===== src/rtl/uart_tx_arbiter_if.sv =====
// Handshake bundle between the packet sources, the arbiter and the UART_tx byte transmitter.
// The arbiter takes the slave modport; the source/transmitter side takes master.
interface uart_tx_arbiter_if #(
  parameter int unsigned NUM_SRC = 2
);
  logic [NUM_SRC-1:0]    req;
  logic [32*NUM_SRC-1:0] pkt_data;
  logic [NUM_SRC-1:0]    ack;
  logic                  tx_trmt;
  logic [7:0]            tx_data;
  logic                  tx_done;
  logic                  busy;
  logic [3:0]            grant_id;

  modport master (
    output req, pkt_data, tx_done,
    input  ack, tx_trmt, tx_data, busy, grant_id
  );

  modport slave (
    input  req, pkt_data, tx_done,
    output ack, tx_trmt, tx_data, busy, grant_id
  );
endinterface


===== src/rtl/uart_tx_arbiter.sv =====
// Round-robin share of one UART_tx between NUM_SRC sources; each grant sends a header byte
// {HDR_TAG, id} and 4 data bytes LSB first. Define CHECKSUM_EN to append an XOR checksum byte.
module uart_tx_arbiter #(
  parameter int unsigned NUM_SRC = 2,
  parameter logic [3:0]  HDR_TAG = 4'hA
) (
  input logic              clk,
  input logic              rst_n,
  uart_tx_arbiter_if.slave bus_io
);

  localparam int unsigned IdxW = (NUM_SRC > 1) ? $clog2(NUM_SRC) : 1;
`ifdef CHECKSUM_EN
  localparam logic [2:0] LastCnt = 3'd5;
`else
  localparam logic [2:0] LastCnt = 3'd4;
`endif

  typedef enum logic [1:0] {StIdle, StIssue, StWait} state_e;

  state_e      state_q, state_d;
  logic [3:0]  rr_q, rr_d;
  logic [3:0]  grant_q, grant_d;
  logic [2:0]  cnt_q, cnt_d;
  logic [31:0] cap_q, cap_d;

  logic [3:0]  pick;
  logic        pick_vld;
  logic [31:0] pick_word;
  logic [7:0]  byte_sel;

  // Scan rr+1, rr+2, ... so the last granted source has lowest priority.
  always_comb begin
    int unsigned idx;
    pick     = '0;
    pick_vld = 1'b0;
    for (int unsigned off = 1; off <= NUM_SRC; off++) begin
      idx = (32'(rr_q) + off) % NUM_SRC;
      if (!pick_vld && bus_io.req[IdxW'(idx)]) begin
        pick_vld = 1'b1;
        pick     = 4'(idx);
      end
    end
    pick_word = '0;
    for (int unsigned i = 0; i < NUM_SRC; i++) begin
      if (pick == 4'(i)) pick_word = bus_io.pkt_data[32*i +: 32];
    end
  end

  always_ff @(posedge clk or negedge rst_n) begin
    if (!rst_n) begin
      state_q <= StIdle;
      rr_q    <= 4'(NUM_SRC - 1);
      grant_q <= '0;
      cnt_q   <= '0;
      cap_q   <= '0;
    end else begin
      state_q <= state_d;
      rr_q    <= rr_d;
      grant_q <= grant_d;
      cnt_q   <= cnt_d;
      cap_q   <= cap_d;
    end
  end

  always_comb begin
    state_d = state_q;
    rr_d    = rr_q;
    grant_d = grant_q;
    cnt_d   = cnt_q;
    cap_d   = cap_q;
    unique case (state_q)
      StIdle: begin
        if (pick_vld) begin
          cap_d   = pick_word;
          rr_d    = pick;
          grant_d = pick;
          cnt_d   = '0;
          state_d = StIssue;
        end
      end
      StIssue: state_d = StWait;
      StWait: begin
        if (bus_io.tx_done) begin
          if (cnt_q == LastCnt) begin
            state_d = StIdle;
          end else begin
            cnt_d   = cnt_q + 3'd1;
            state_d = StIssue;
          end
        end
      end
      default: state_d = StIdle;
    endcase
  end

  always_comb begin
    case (cnt_q)
      3'd0:    byte_sel = {HDR_TAG, grant_q};
      3'd1:    byte_sel = cap_q[7:0];
      3'd2:    byte_sel = cap_q[15:8];
      3'd3:    byte_sel = cap_q[23:16];
      3'd4:    byte_sel = cap_q[31:24];
`ifdef CHECKSUM_EN
      3'd5:    byte_sel = {HDR_TAG, grant_q} ^ cap_q[7:0] ^ cap_q[15:8] ^ cap_q[23:16] ^
                          cap_q[31:24];
`endif
      default: byte_sel = '0;
    endcase
  end

  always_comb begin
    bus_io.ack      = '0;
    bus_io.tx_trmt  = 1'b0;
    bus_io.tx_data  = '0;
    bus_io.busy     = (state_q != StIdle);
    bus_io.grant_id = grant_q;
    if (state_q == StIssue) begin
      bus_io.tx_trmt = 1'b1;
      bus_io.tx_data = byte_sel;
      if (cnt_q == 3'd0) bus_io.ack = NUM_SRC'(1) << grant_q;
    end
  end

endmodule


===== src/flat_wrapper.sv =====
// flat-port wrapper written by rule: the top's interface ports become plain ports
module uart_tx_arbiter_flat 
#(
  parameter int unsigned NUM_SRC = 2,
  parameter logic [3:0]  HDR_TAG = 4'hA
)
  (clk, rst_n, bus_io_req, bus_io_pkt_data, bus_io_tx_done, bus_io_ack, bus_io_tx_trmt, bus_io_tx_data, bus_io_busy, bus_io_grant_id);
  uart_tx_arbiter_if #(.NUM_SRC(NUM_SRC)) bus_io_i ();
  input logic clk;
  input logic rst_n;
  input wire logic [$bits(bus_io_i.req)-1:0] bus_io_req;
  input wire logic [$bits(bus_io_i.pkt_data)-1:0] bus_io_pkt_data;
  input wire logic [$bits(bus_io_i.tx_done)-1:0] bus_io_tx_done;
  output wire logic [$bits(bus_io_i.ack)-1:0] bus_io_ack;
  output wire logic [$bits(bus_io_i.tx_trmt)-1:0] bus_io_tx_trmt;
  output wire logic [$bits(bus_io_i.tx_data)-1:0] bus_io_tx_data;
  output wire logic [$bits(bus_io_i.busy)-1:0] bus_io_busy;
  output wire logic [$bits(bus_io_i.grant_id)-1:0] bus_io_grant_id;
  assign bus_io_i.req = bus_io_req;
  assign bus_io_i.pkt_data = bus_io_pkt_data;
  assign bus_io_i.tx_done = bus_io_tx_done;
  assign bus_io_ack = bus_io_i.ack;
  assign bus_io_tx_trmt = bus_io_i.tx_trmt;
  assign bus_io_tx_data = bus_io_i.tx_data;
  assign bus_io_busy = bus_io_i.busy;
  assign bus_io_grant_id = bus_io_i.grant_id;
  uart_tx_arbiter #(.NUM_SRC(NUM_SRC), .HDR_TAG(HDR_TAG)) u_core (.clk(clk), .rst_n(rst_n), .bus_io(bus_io_i));
endmodule

===== config.mk =====
export PLATFORM = sky130hd
export DESIGN_NAME = uart_tx_arbiter_flat
export DESIGN_NICKNAME = d
export VERILOG_FILES = /design/src/rtl/uart_tx_arbiter_if.sv /design/src/rtl/uart_tx_arbiter.sv /design/src/flat_wrapper.sv
export SDC_FILE = /design/constraint.sdc
export NUM_CORES = 1
export LEC_CHECK = 0
export ABC_AREA = 1
export CAP_MARGIN = 20
export CORE_ASPECT_RATIO = 2
export CORE_MARGIN = 10
export CORE_UTILIZATION = 30
export DETAILED_ROUTE_END_ITERATION = 10
export HOLD_SLACK_MARGIN = 0.03
export SYNTH_ARGS = -nofsm -noshare
export SYNTH_HDL_FRONTEND = slang
export SYNTH_SLANG_ARGS = --single-unit

===== constraint.sdc =====
create_clock -name clk -period 1.6 [get_ports clk]
set_input_delay 0.24 -clock clk [delete_from_list [all_inputs] [get_ports clk]]
set_output_delay 0.24 -clock clk [all_outputs]
set_load 0.005 [all_outputs]

==> results of run 1 <==
-- path summary, 6_finish.rpt --
check,end,slack (ns),cells past startpoint
worst max-delay path,bus_io_tx_data[2],-0.34,9
worst min-delay path,u_core.cap_q[12],0.43,2
worst max register to register,u_core.cnt_q[0],0.14,8
worst min register to register,u_core.rr_q[0],0.46,2
max in group asynchronous,u_core.cnt_q[0],0.69,3
min in group clk,u_core.rr_q[0],0.46,2
-- per-stage QoR --
step / instance area (um2) / setup TNS (ns)
5_1_grt: 3770 / -3.52
3_5_place_dp: 3460 / -3.34
4_1_cts: 3720 / -2.64
6_report: 3770 / -2.74
3_3_place_gp: 3460 / -3.08
2_1_floorplan: 2440 / 0
-- placed cells by master, fill, tap and decap left out, types with 2 or more instances in the layout --
master	count
conb_1	3
clkbuf_16	5
dlygate4sd2_1	2
dfrtp_1	37
nand2_1	201
nor2_1	19
nand2_4	2
buf_4	25
nand2_2	16
ha_4	4
clkbuf_1	2
o21ai_0	2
buf_12	3
buf_6	8
inv_1	6
inv_2	6
nand3_1	43
nor2_2	3
buf_2	10
clkdlybuf4s50_1	68
-- what timing repair did --
| item | 4_1_cts | 5_1_grt |
|---|---|---|
| gates resized for setup | 73 | 18 |
| hold endpoints to repair | 16 | 0 |
| pin swaps | 25 | 11 |
| endpoints found under the setup margin | 12 | 12 |
| buffers inserted | 8 | 0 |
| hold buffers | 1 | 0 |
-- cell type report --
type                    count  area, um2  share of cell area
repair buffers            118       1110               0.293
well taps                  96        120              0.0318
inverters                  13       51.3              0.0136
clock buffers               7        133              0.0351
clock inverters             1       5.00             0.00133
flip-flops and latches     39        978               0.259
multi-input cells         301       1380               0.365
-- power by group through the flow --
stage          Sequential [mW]  Clock, mW  Combinational (mW)
6_report                  1.78      0.943                2.59
5_1_grt                   1.84       1.01                2.89
4_1_cts                   1.76      0.971                2.53
3_5_place_dp              1.76          0                2.37
3_3_place_gp              1.75          0                2.34
2_1_floorplan             1.65          0                1.44
-- synthesized netlist by cell type (all sizes together) --
cell,n
nand4,1
nand3,44
buf,20
a21oi,1
inv,13
nor3,1
o21ai,4
nand2,219
dfrtp,38
clkbuf,1
dfstp,1
ha,5
conb,1
nor2,23
-- flip-flops by register name, summed over array words and instances (netlist names) --
signal	count
u_core.bus_io.grant_id	1
u_core.cap_q	32
u_core.cnt_q	3
u_core.rr_q	1
u_core.state_q	2
-- kinds of logic after synthesis --
| group | synth area share |
|---|---|
| AO/OA/AOI/OAI | 0.0118 |
| adder cells (fa/ha/maj) | 0.0257 |
| buffers and inverters | 0.0865 |
| flip-flops | 0.402 |
| other | 0.00154 |
| AND/OR/NAND/NOR | 0.472 |
-- metal layers --
metal,vias up,track usage,wire [um]
li1,1351,-,-
met1,1184,0.121,2930
met2,58,0.245,4520
met3,12,0.0321,371
met4,0,0.0606,202
met5,-,0,0
==> summary.md, run 1 <==
| Metric | Value |
|---|---|
| Share of layout cells above drive strength 1 | 0.194 |
| Worst EP arrival | 1.70 ns |
| Inst Count DP | 559 |
| Seq cells post-synth | 39 |
| # diodes | 0 |
| Nets | 552 |
| Delay-heaviest family, CP | flip-flops |
| Remaining global-route overflow | 0 |
| HP Class | in2async |
| H-tree depth reported by CTS | 2 |
| Cell Rows | 46 |
| Violated checks | negative setup slack |
| RSZ-0062 raised after global routing | yes |
| Highest Clock Rate | 0.516 GHz |
| Final worst path period share | 1.21 |
| CP bufs+invs | 3 |
| Final core occ | 0.475 |
| Fill cells | 812 |
| Internal power | 3.21 mW |
| Combinational power share | 0.487 |
| Largest net degree at the start of global routing | 23 |
| Seq pwr share | 0.336 |
| Routed Antenna Nets | 0 |
| Die ar. | 0.0123 mm2 |
| Startpoint Class | flip-flop |
| Initial Utilization | 0.306 |
| Wirelength per Cell | 14.0 um |
| Initial antenna violation count | 0 |
| Portion of total power attributed to the clock network | 0.177 |
| Crit Path Category | reg2out |
| Fin. max-slew vios | 0 |
| Critical path fanouts, max | 5 |
| Yosys warns | 0 |
| Tot Pwr | 5.31 mW |
| Hold slack | 0.432 ns |
| # IOs | 85 |
| Required time worst endpoint | 1.36 ns |
| Crit-path slowest cell | dfrtp_2 |
| CP startpoint | u_core.cnt_q[0] |
| Drc violations | 0 |
| Vias | 2605 |
| Routability cong. | 0.894 |
| Buffers on Ports | 81 |
| CTS max path bufs | 2 |
| Post-Route WL | 8020 um |
| First-pass GRT wire length | 12800 um |
| Reg2reg start | u_core.cnt_q[0] |
| CP Capture Type | output port |
| Top cells by area, synth | dfrtp_1 (39%), nand2_1 (34%), nand3_1 (9.1%) |
| Hold Vio Cnt, Final | 0 |
| Non-Filler Instances | 575 |
| Syn-to-layout area delta | 55.3% |
| Maxcap violations | 0 |
| Core box area | 0.00794 mm2 |
| Die Y | 147 um |
| Status | finished, violations left |
| Clk sinks | 39 |
| Yosys top cell area share | 0.391 |
| Worst-Skew Late Latency | 0.28 ns |
| DR iter-0 viols | 109 |
| Die Width | 83.6 um |
| Detailed Routing Iterations Pass 1 | 4 |
| Net Switching | 2.10 mW |
| Area leader, netlist | dfrtp_1 |
| Avg Vias per Cell | 4.53 |
| PD cells | 1410 mW/mm2 |
| Fin crit period | 1.94 ns |
| Tot GR Track Use | 0.128 |
| Worst-path clk slew | 0.05 ns |
| Place WS | -0.416 ns |
| Max IR drop VDD | 0.572 mV |
| Switching Fraction | 0.396 |
| CP peak stage delay | 0.45 ns |
| Clock tree from TritonCTS | built |
| Synth Area per Inst | 6.53 um2 |
| Sequential area share after synthesis | 0.402 |
| # setup viols final | 10 |
| Critical path cell sequence | buf_6, ha_4, ha_4, buf_6, nand2_2, nand2_1, nor2_1, nor2_1, buf_2 |
| Cells after Synth | 372 |
| HPWL Detailed | 6450 um |
| Setup slack after layout | -0.339 ns |
| Layout Skew | 0.00330 ns |
| Vias in the first global route | 2659 |
| Cell Area, Synth | 0.00243 mm2 |
| Distinct cell type count after synthesis | 20 |
| Lkg Pwr | 1.98 nW |
| Root Driver | clkbuf_16 |
| CTS Buf Count | 5 |
Note: power is estimated with default switching activity, not from simulation.
==> run 2, diff against run 1 <==
- CORE_UTILIZATION: 30 -> 45
- PLACE_DENSITY: unset -> 0.8
==> run 2 against run 1 <==
The flow still finishes with violations (negative setup slack). Clock power is 29% lower. Via count is 0.77% higher. Combinational power is 5% lower. Wire length is 8.1% lower. Power is 7.5% lower. Non-clock buffer count is 6 lower. Critical path depth stayed put. Final cell count is 7.7% lower. Global-route usage is 4.1 points higher. Sequential cell count stayed put. Critical path type unchanged. Highest routed layer unchanged.
==> summary.md, run 2 (synthesized netlist as in run 1, its figures left out) <==
| Metric | Value |
|---|---|
| Clock tree from TritonCTS | built (unchanged) |
| Worst r2r path cells | 8 (unchanged) |
| Violated checks | negative setup slack (unchanged) |
| Slew margin rel. | 0.640 |
| Syn-to-layout area delta | 46.6% (was 55.3%) |
| Wirelength per Cell | 13.9 um (was 14.0 um) |
| Maxcap violations | 0 (unchanged) |
| Delay-heaviest family, CP | flip-flops (unchanged) |
| Place WS | -0.425 ns (was -0.416 ns) |
| Core box area | 0.00518 mm2 (was 0.00794 mm2) |
| Routability cong. | 0.882 (was 0.894) |
| Layout Skew | 0.00851 ns (was 0.00330 ns) |
| Critical path fanouts, max | 6 (was 5) |
| Commonest non-fill, non-tap cell in the layout | nand2_1 (unchanged) |
| Status | finished, violations left (unchanged) |
| Die Y | 124 um (was 147 um) |
| Setup TNS | -2.49 ns (was -2.74 ns) |
| Routed Antenna Nets | 0 (unchanged) |
| Hold slack | 0.446 ns (was 0.432 ns) |
| Worst-Skew Late Latency | 0.30 ns (was 0.28 ns) |
| Post-Route WL | 7370 um (was 8020 um) |
| CTS max path bufs | 2 (unchanged) |
| Highest Clock Rate | 0.527 GHz (was 0.516 GHz) |
| Nets | 546 (was 552) |
| Most frequent cells in the layout | nand2_1 (213), clkdlybuf4s50_1 (68), nand3_1 (43), dfrtp_1 (36), buf_4 (25) (was nand2_1 (201), clkdlybuf4s50_1 (68), nand3_1 (43), dfrtp_1 (37), buf_4 (25)) |
| Drc violations | 0 (unchanged) |
| Cell Area, Placed | 0.00336 mm2 (was 0.00346 mm2) |
| HPWL Detailed | 6030 um (was 6450 um) |
| Setup slack after layout | -0.297 ns (was -0.339 ns) |
| RSZ-0062 raised after global routing | yes (unchanged) |
| Fin crit period | 1.90 ns (was 1.94 ns) |
| Worst Tran Pin Value | 0.541 ns |
| Worst-path clk slew | 0.08 ns (was 0.05 ns) |
| Hold Vio Cnt, Final | 0 (unchanged) |
| Final core occ | 0.687 (was 0.475) |
| Critical path cell sequence | inv_4, ha_4, buf_6, a21oi_2, nand2_1, nand2_2, buf_12, nor2_1, buf_2 (was buf_6, ha_4, ha_4, buf_6, nand2_2, nand2_1, nor2_1, nor2_1, buf_2) |
| Crit Path Category | reg2out (unchanged) |
| Max IR drop VDD | 1.04 mV (was 0.572 mV) |
| Final worst path period share | 1.19 (was 1.21) |
| Share of layout cells above drive strength 1 | 0.165 (was 0.194) |
| Fin. max-slew vios | 0 (unchanged) |
| First-pass GRT wire length | 12200 um (was 12800 um) |
| Worst path depth | 9 (unchanged) |
| Die ar. | 0.00892 mm2 (was 0.0123 mm2) |
| Detailed Routing Iterations Pass 1 | 5 (was 4) |
| Startpoint Class | flip-flop (unchanged) |
| CP bufs+invs | 4 (was 3) |
| CTS Buf Count | 5 (unchanged) |
| Root Driver | clkbuf_8 (was clkbuf_16) |
| # diodes | 0 (unchanged) |
| Crit-path slowest cell | dfrtp_2 (unchanged) |
| DR iter-0 viols | 88 (was 109) |
| Top reg by flops | u_core.cap_q (unchanged) |
| CP peak stage delay | 0.48 ns (was 0.45 ns) |
| Clk sinks | 39 (unchanged) |
| Vias | 2625 (was 2605) |
| Post-route cell area | 0.00356 mm2 (was 0.00377 mm2) |
| Remaining global-route overflow | 0 (unchanged) |
| Lkg Pwr | 1.90 nW (was 1.98 nW) |
| # setup viols final | 10 (unchanged) |
| CP Capture Type | output port (unchanged) |
| Largest net degree at the start of global routing | 34 (was 23) |
| Tot GR Track Use | 0.169 (was 0.128) |
| Cell Rows | 37 (was 46) |
| Die Width | 72.0 um (was 83.6 um) |
| Initial antenna violation count | 0 (unchanged) |
| Worst EP arrival | 1.66 ns (was 1.70 ns) |
| Avg Vias per Cell | 4.94 (was 4.53) |
| HP Class | in2async (unchanged) |
| Buffers on Ports | 81 (unchanged) |
| Vias in the first global route | 2748 (was 2659) |
| Required time worst endpoint | 1.36 ns (about the same) |
| PD cells | 1380 mW/mm2 (was 1410 mW/mm2) |
| Initial Utilization | 0.469 (was 0.306) |
| H-tree depth reported by CTS | 2 (unchanged) |
| # IOs | 85 (unchanged) |
| Regs by FF count | u_core.cap_q x32, u_core.cnt_q x3, u_core.state_q x2 (unchanged) |
| Max reg flops | 32 (unchanged) |
## run 2: cell count changes in the layout (fill, tap and decap cells not counted), moves of 3 or more
cell / previous run / this run
clkbuf_16: 5 / 0
nand2_2: 16 / 6
buf_6: 8 / 4
nand2_1: 201 / 213
clkbuf_8: 0 / 5
inv_2: 6 / 3
## run 2: area by class of cell
type	count	area, um2
multi-input cells	301	1350
clock buffers	5	68.8
fillers	460	1620
repair buffers	112	1020
flip-flops and latches	39	980
clock inverters	3	20.0
well taps	58	72.6
inverters	13	56.3
## run 2: what timing repair did
action / CTS / global route
hold buffers: 1 / 0
buffers inserted: 3 / 0
endpoints found under the hold margin: 22 / 0
gates resized for setup: 70 / 9
pin swaps: 12 / 3
cloned: 0 / 0
endpoints found under the setup margin: 12 / 31
## run 2: path summary, 6_finish.rpt
path                                  from                 to  slack, ns
hold reg to reg             u_core.rr_q[0]     u_core.rr_q[0]       0.48
hold / removal                       rst_n   u_core.cap_q[31]       0.45
min in group clk            u_core.rr_q[0]     u_core.rr_q[0]       0.48
setup / recovery           u_core.cnt_q[0]  bus_io_tx_data[0]      -0.30
max in group asynchronous            rst_n    u_core.cnt_q[1]       0.58
setup reg to reg           u_core.cnt_q[0]    u_core.cnt_q[0]       0.15
## run 2: metrics by stage
stage | cells | total power [mW]
after global routing | 531 | 5.34
after floorplan | 374 | 3.09
after CTS | 531 | 4.90
after detailed placement | 520 | 4.04
final | 531 | 4.92
after global placement | 520 | 3.98
## run 2: layer usage
layer  part of all wire  global-route usage
met5                  0                   0
met4              0.026              0.0791
met3              0.049              0.0390
met2               0.57               0.322
met1               0.35               0.166
## run 2: worst register-to-register path, cell delays in order (launching register included)
cell,delay (ns)
dfrtp_2,0.48
inv_4,0.10
ha_4,0.14
nand2_1,0.08
buf_4,0.14
nand4_1,0.13
nand2_1,0.14
nand2_1,0.08
nand2_1,0.05
## run 2: where the power goes
part / switching [mW] / internal (mW)
registers: 0.353 / 1.45
clock network: 0.362 / 0.303
logic: 1.34 / 1.12
==> run 3, diff against run 2 <==
- CTS_CLUSTER_DIAMETER: unset -> 200
- REMOVE_ABC_BUFFERS: unset -> 1
==> run 3 against run 2 <==
The run still ends with negative setup slack left. Clock power grew 28%. Global-route usage grew 0.54 points. Sequential power is essentially flat. Count of clock-buffer cells in the layout grew 1. Register-to-register slack lost 0.05 ns. Sequential share of layout area shrank 1.3 points. Largest cell class unchanged.
==> summary.md, run 3 (synthesized netlist as in run 1, its figures left out) <==
| Metric | Value |
|---|---|
| Status | finished, violations left (unchanged) |
| Violated checks | negative setup slack (unchanged) |
| Clock tree from TritonCTS | built (unchanged) |
| Die Width | 72.0 um (unchanged) |
| # IOs | 85 (unchanged) |
| Worst-Skew Late Latency | 0.30 ns (about the same) |
| Nets | 549 (was 546) |
| H-tree depth reported by CTS | 2 (unchanged) |
| Top reg by flops | u_core.cap_q (unchanged) |
| Cell Rows | 37 (unchanged) |
| Routed Antenna Nets | 0 (unchanged) |
| Hold Path End | u_core.rr_q[0] |
| Hold slack | 0.469 ns (was 0.446 ns) |
| PD cells | 1420 mW/mm2 (was 1380 mW/mm2) |
| # setup viols final | 11 (was 10) |
| Reg2reg setup slack | 0.10 ns (was 0.15 ns) |
| CTS Buf Count | 5 (unchanged) |
| Worst EP arrival | 1.70 ns (was 1.66 ns) |
| Vias | 2704 (was 2625) |
| Post-Route WL | 7880 um (was 7370 um) |
| Core box area | 0.00518 mm2 (unchanged) |
| CP Capture Type | output port (unchanged) |
| Startpoint Class | flip-flop (unchanged) |
| Die Y | 124 um (unchanged) |
| Detailed Routing Iterations Pass 1 | 5 (unchanged) |
| Inst Count DP | 518 (was 520) |
| Fin crit period | 1.94 ns (was 1.90 ns) |
| Syn-to-layout area delta | 53.6% (was 46.6%) |
| Crit Path Category | reg2out (unchanged) |
| Fill cells | 390 (was 460) |
| Initial antenna violation count | 0 (unchanged) |
| Fin. max-slew vios | 0 (unchanged) |
| CTS max path bufs | 2 (unchanged) |
| Avg Vias per Cell | 5.06 (was 4.94) |
| # diodes | 0 (unchanged) |
| Max IR drop VDD | 1.42 mV (was 1.04 mV) |
| Highest Clock Rate | 0.515 GHz (was 0.527 GHz) |
| Critical path fanouts, max | 5 (was 6) |
| Wirelength per Cell | 14.8 um (was 13.9 um) |
| Tot GR Track Use | 0.175 (was 0.169) |
| DR iter-0 viols | 172 (was 88) |
| Layout Skew | 0.00694 ns (was 0.00851 ns) |
| Vias in the first global route | 2706 (was 2748) |
| Final worst path period share | 1.21 (was 1.19) |
| Required time worst endpoint | 1.36 ns (about the same) |
| Worst r2r path cells | 8 (unchanged) |
| Hold Crit Depth | 2 |
| Lkg Pwr | 1.97 nW (was 1.90 nW) |
| Setup slack after layout | -0.341 ns (was -0.297 ns) |
| Routability cong. | 0.864 (was 0.882) |
| Remaining global-route overflow | 0 (unchanged) |
| Maxcap violations | 0 (unchanged) |
| Setup TNS | -2.84 ns (was -2.49 ns) |
| Initial Utilization | 0.469 (unchanged) |
| Drc violations | 0 (unchanged) |
| RSZ-0062 raised after global routing | yes (unchanged) |
| First-pass GRT wire length | 12500 um (was 12200 um) |
| Most frequent cells in the layout | nand2_1 (208), clkdlybuf4s50_1 (68), nand3_1 (42), dfrtp_1 (36), buf_4 (23) (was nand2_1 (213), clkdlybuf4s50_1 (68), nand3_1 (43), dfrtp_1 (36), buf_4 (25)) |
| Hold Vio Cnt, Final | 0 (unchanged) |
| Clk sinks | 39 (unchanged) |
| Worst-path clk slew | 0.08 ns (about the same) |
| Commonest non-fill, non-tap cell in the layout | nand2_1 (unchanged) |
| Reg2reg start | u_core.cnt_q[0] (unchanged) |
| Root Driver | clkbuf_8 (unchanged) |
| HP Class | reg2reg (was in2async) |
| HPWL Detailed | 5450 um (was 6030 um) |
| Die ar. | 0.00892 mm2 (unchanged) |
| Largest net degree at the start of global routing | 40 (was 34) |
| Min-Delay Startpoint | u_core.rr_q[0] |
| Regs by FF count | u_core.cap_q x32, u_core.cnt_q x3, u_core.state_q x2 (unchanged) |
| R2r endpoint | u_core.cnt_q[2] (was u_core.cnt_q[0]) |
| Non-Filler Instances | 534 (was 531) |
| Max reg flops | 32 (unchanged) |
| Share of layout cells above drive strength 1 | 0.187 (was 0.165) |
| Buffers on Ports | 81 (unchanged) |
==> run 3: cell count changes in the layout (fill, tap and decap cells not counted), sizes merged <==
cell      delta
bufinv       +1
clkbuf       +1
clkinvlp     -2
buf          +3
==> run 3: critical path: stages (launching register included) <==
cell	delay [ns]
dfrtp_2	0.46
buf_6	0.15
ha_4	0.17
o21ai_1	0.12
nand2_1	0.11
nand2_4	0.10
buf_6	0.12
nor2_1	0.05
buf_2	0.12
==> run 3: what timing repair did <==
| item | 4_1_cts | 5_1_grt |
|---|---|---|
| resized for setup | 78 | 19 |
| endpoints found under the setup margin | 12 | 12 |
| hold buffers | 1 | 0 |
| hold endpoints to repair | 38 | 0 |
| pin swaps | 22 | 14 |
| setup buffers | 8 | 1 |
==> run 3: report_power, final <==
group	leakage, nW	internal (mW)	switching [mW]
Sequential	0.485	1.45	0.323
Combinational	1.43	1.19	1.47
Clock	0.0612	0.504	0.348
==> run 3: routing by layer <==
metal / global-route usage / part of all wire
met5: 0 / 0
met4: 0.0888 / 0.018
met3: 0.0382 / 0.056
met2: 0.329 / 0.57
met1: 0.172 / 0.35
==> run 3: worst max path at each step <==
stage	startpoint	end	slack, ns	cells past startpoint
after floorplan	u_core.rr_q[0]	u_core.cap_q[31]	-0.20	6
after global placement	u_core.cnt_q[0]	bus_io_tx_data[5]	-0.36	9
after detailed placement	u_core.cnt_q[1]	bus_io_tx_data[1]	-0.41	7
after CTS	u_core.cnt_q[0]	bus_io_tx_data[3]	-0.29	8
after global routing	u_core.cnt_q[0]	bus_io_tx_data[3]	-0.39	8
final	u_core.cnt_q[1]	bus_io_tx_data[1]	-0.34	8
==> run 3: layout make-up <==
| class | instances | area (um2) | area share |
|---|---|---|---|
| Timing Repair Buffer | 115 | 1090 | 0.293 |
| Clock inverter | 2 | 35.0 | 0.00939 |
| Multi-Input combinational cell | 301 | 1410 | 0.378 |
| Tap cell | 58 | 72.6 | 0.0194 |
| Clock buffer | 6 | 82.6 | 0.0221 |
| Sequential cell | 39 | 980 | 0.262 |
| Inverter | 13 | 58.8 | 0.0158 |
==> run 3: stage by stage <==
stage	power, mW	utilization	area, um2	worst slack, ns
final	5.28	0.720	3730	-0.341
after detailed placement	4.05	0.653	3390	-0.408
after global placement	3.97	0.653	3390	-0.362
after CTS	5.13	0.706	3660	-0.286
after global routing	5.67	0.720	3730	-0.395
after floorplan	2.89	-	2280	-0.204
==> RTL edit (config.mk and constraints of run 3) <==
`NUM_SRC` is set to 2 in 3 places; all go to 4.
--- a/src/rtl/uart_tx_arbiter_if.sv
+++ b/src/rtl/uart_tx_arbiter_if.sv
@@ -3,3 +3,3 @@
 interface uart_tx_arbiter_if #(
-  parameter int unsigned NUM_SRC = 2
+  parameter int unsigned NUM_SRC = 4
 );
--- a/src/rtl/uart_tx_arbiter.sv
+++ b/src/rtl/uart_tx_arbiter.sv
@@ -3,3 +3,3 @@
 module uart_tx_arbiter #(
-  parameter int unsigned NUM_SRC = 2,
+  parameter int unsigned NUM_SRC = 4,
   parameter logic [3:0]  HDR_TAG = 4'hA
--- a/src/flat_wrapper.sv
+++ b/src/flat_wrapper.sv
@@ -3,3 +3,3 @@
 #(
-  parameter int unsigned NUM_SRC = 2,
+  parameter int unsigned NUM_SRC = 4,
   parameter logic [3:0]  HDR_TAG = 4'hA
Interface: changed (resized bus_io_ack, bus_io_pkt_data and bus_io_req); port bits go from 85 to 153. The function was not compared with the original's and may differ.
==> RTL edit against run 3 <==
The flow finishes with violations (design-rule violations, negative setup slack); sequential cell count grew 2; routed wire length grew 110%; synthesized area grew 32%; largest cell class is now buffers; non-clock buffer count grew 112; final area grew 59%; worst setup slack lost 590 ps; sequential share of layout area shrank 8.9 points; critical endpoint is now u_core.cap_q[20]; critical path type is now flop to flop; power grew to 2.9 times the old value; register-to-register slack lost 1000 ps.
==> RTL edit: results (changes against run 3) <==
| Metric | Value |
|---|---|
| Outcome | `finished with violations (unchanged)` |
| Violations in the final reports | `design-rule violations, negative setup slack (was negative setup slack)` |
| Number of antenna violations at the first check in global routing | `1 (was 0)` |
| Clock slew at reported path FFs | `60 ps (was 80 ps)` |
| Fillcell total | `370 (was 390)` |
| Pre-CTS worst setup slack | `-785 ps (was -408 ps)` |
| Leakage dissipation | `2.89 nW (was 1.97 nW)` |
| Peak supply drop | `1770 µV (was 1420 µV)` |
| Leading cell types by count after synthesis | `sky130_fd_sc_hd__nand2_1, sky130_fd_sc_hd__inv_1, sky130_fd_sc_hd__nand3_1 (was sky130_fd_sc_hd__nand2_1, sky130_fd_sc_hd__nand3_1, sky130_fd_sc_hd__dfrtp_1)` |
| Class of the worst hold path | `primary input to asynchronous set/reset pin (was flop to flop)` |
| DR DRC count | `2 (was 0)` |
| Instance area at placement | `5000 µm² (was 3390 µm²)` |
| Cell family contributing the most delay on the critical path | `simple AND/OR/NAND/NOR gates (was flip-flops)` |
| Number of distinct standard cells referenced by the synthesized netlist | `35 (was 20)` |
| Via count | `4707 (was 2704)` |
| Fraction of layout cells with a size suffix above 1 | `0.257 (was 0.187)` |
| Met3 usage | `0.0561 (was 0.0382)` |
| Fraction of the yosys area taken by sequential cells | `0.321 (was 0.402)` |
| Met1 capacity usage during global routing | `0.240 (was 0.172)` |
| Gr usage total | `0.260 (was 0.175)` |
| Cell types occupying the most area after synthesis | `sky130_fd_sc_hd__dfrtp_1, sky130_fd_sc_hd__nand2_1, sky130_fd_sc_hd__nand3_1, sky130_fd_sc_hd__o21ai_0, sky130_fd_sc_hd__inv_1 (was sky130_fd_sc_hd__dfrtp_1, sky130_fd_sc_hd__nand2_1, sky130_fd_sc_hd__nand3_1, sky130_fd_sc_hd__buf_6, sky130_fd_sc_hd__nor2_1)` |
| # setup viols final | `52 (was 11)` |
| Setup ws final | `-934 ps (was -341 ps)` |
| Largest fanout of any net on the critical path | `25 (was 5)` |
| CTS Root Buffer Type | `sky130_fd_sc_hd__clkbuf_16 (was sky130_fd_sc_hd__clkbuf_8)` |
| Fraction of power spent switching nets | `0.517 (was 0.406)` |
| Length of the first detailed-routing pass in iterations | `9 (was 5)` |
| Slowest cell on crit path | `sky130_fd_sc_hd__dfstp_2 (was sky130_fd_sc_hd__dfrtp_2)` |
| Category of the most critical setup path | `flop to flop (was flop to primary output)` |
| Critical Path Max Stage Delay | `580 ps (was 460 ps)` |
| Arrival time at the worst endpoint | `2700 ps (was 1700 ps)` |
| Net total in the final layout | `852 (was 549)` |
| HPWL after DPL | `10200 µm (was 5450 µm)` |
| Port-buffer cells | `150 (was 81)` |
| Via count of the first global-routing pass | `4627 (was 2706)` |
-- RTL edit: power by group through the flow --
stage               Sequential (mW)  Combinational (mW)  Clock (mW)
floorplan                      1.85                5.08           0
global placement               1.86                8.52           0
detailed placement             1.89                8.71           0
CTS                            1.95                10.6       0.977
global route                   2.05                13.1        1.02
finish                         2.03                12.3       0.988
-- RTL edit: cells by family (layout without fill, tap and decap cells) --
| group | Yosys count | after routing | share of synthesized area |
|---|---|---|---|
| and+or+nand+nor | 302 | 303 | 0.415 |
| adders and majority gates | 5 | 5 | 0.0195 |
| DFF | 41 | 41 | 0.321 |
| buffers and inverters | 77 | 287 | 0.108 |
| AOI/OAI and AO/OA | 75 | 75 | 0.136 |
| other | 1 | 3 | 0.00117 |
-- RTL edit: metal layers --
metal  up-vias  part of all wire
met3       103             0.081
met4         0             0.062
met1      2208              0.31
met2       348              0.55
li1       2048                 -
met5         -                 0
-- RTL edit: timing repair --
action | 4_1_cts | 5_1_grt
hold endpoints to repair | 12 | 0
setup endpoints to repair | 54 | 53
hold buffers | 1 | 0
setup buffers | 23 | 15
gates resized for setup | 150 | 48
pin swaps | 19 | 24
gates cloned | 2 | 1
-- RTL edit: layout make-up --
class                   instances  area (µm²)  area share
diodes                          1        2.50    0.000422
clock buffers                   7         133      0.0224
clock inverters                 1        5.00    0.000844
inverters                      52         223      0.0376
multi-input cells             385        2160       0.364
flip-flops and latches         41        1030       0.174
well taps                      90         113      0.0190
repair buffers                227        2270       0.382
-- RTL edit: per-stage QoR --
stage,cells,setup TNS [ps],hold slack [ps]
floorplan,477,-30960,-55.6
global placement,754,-30750,185
detailed placement,754,-34380,188
CTS,788,-23250,446
global route,804,-36660,471
finish,804,-32970,438
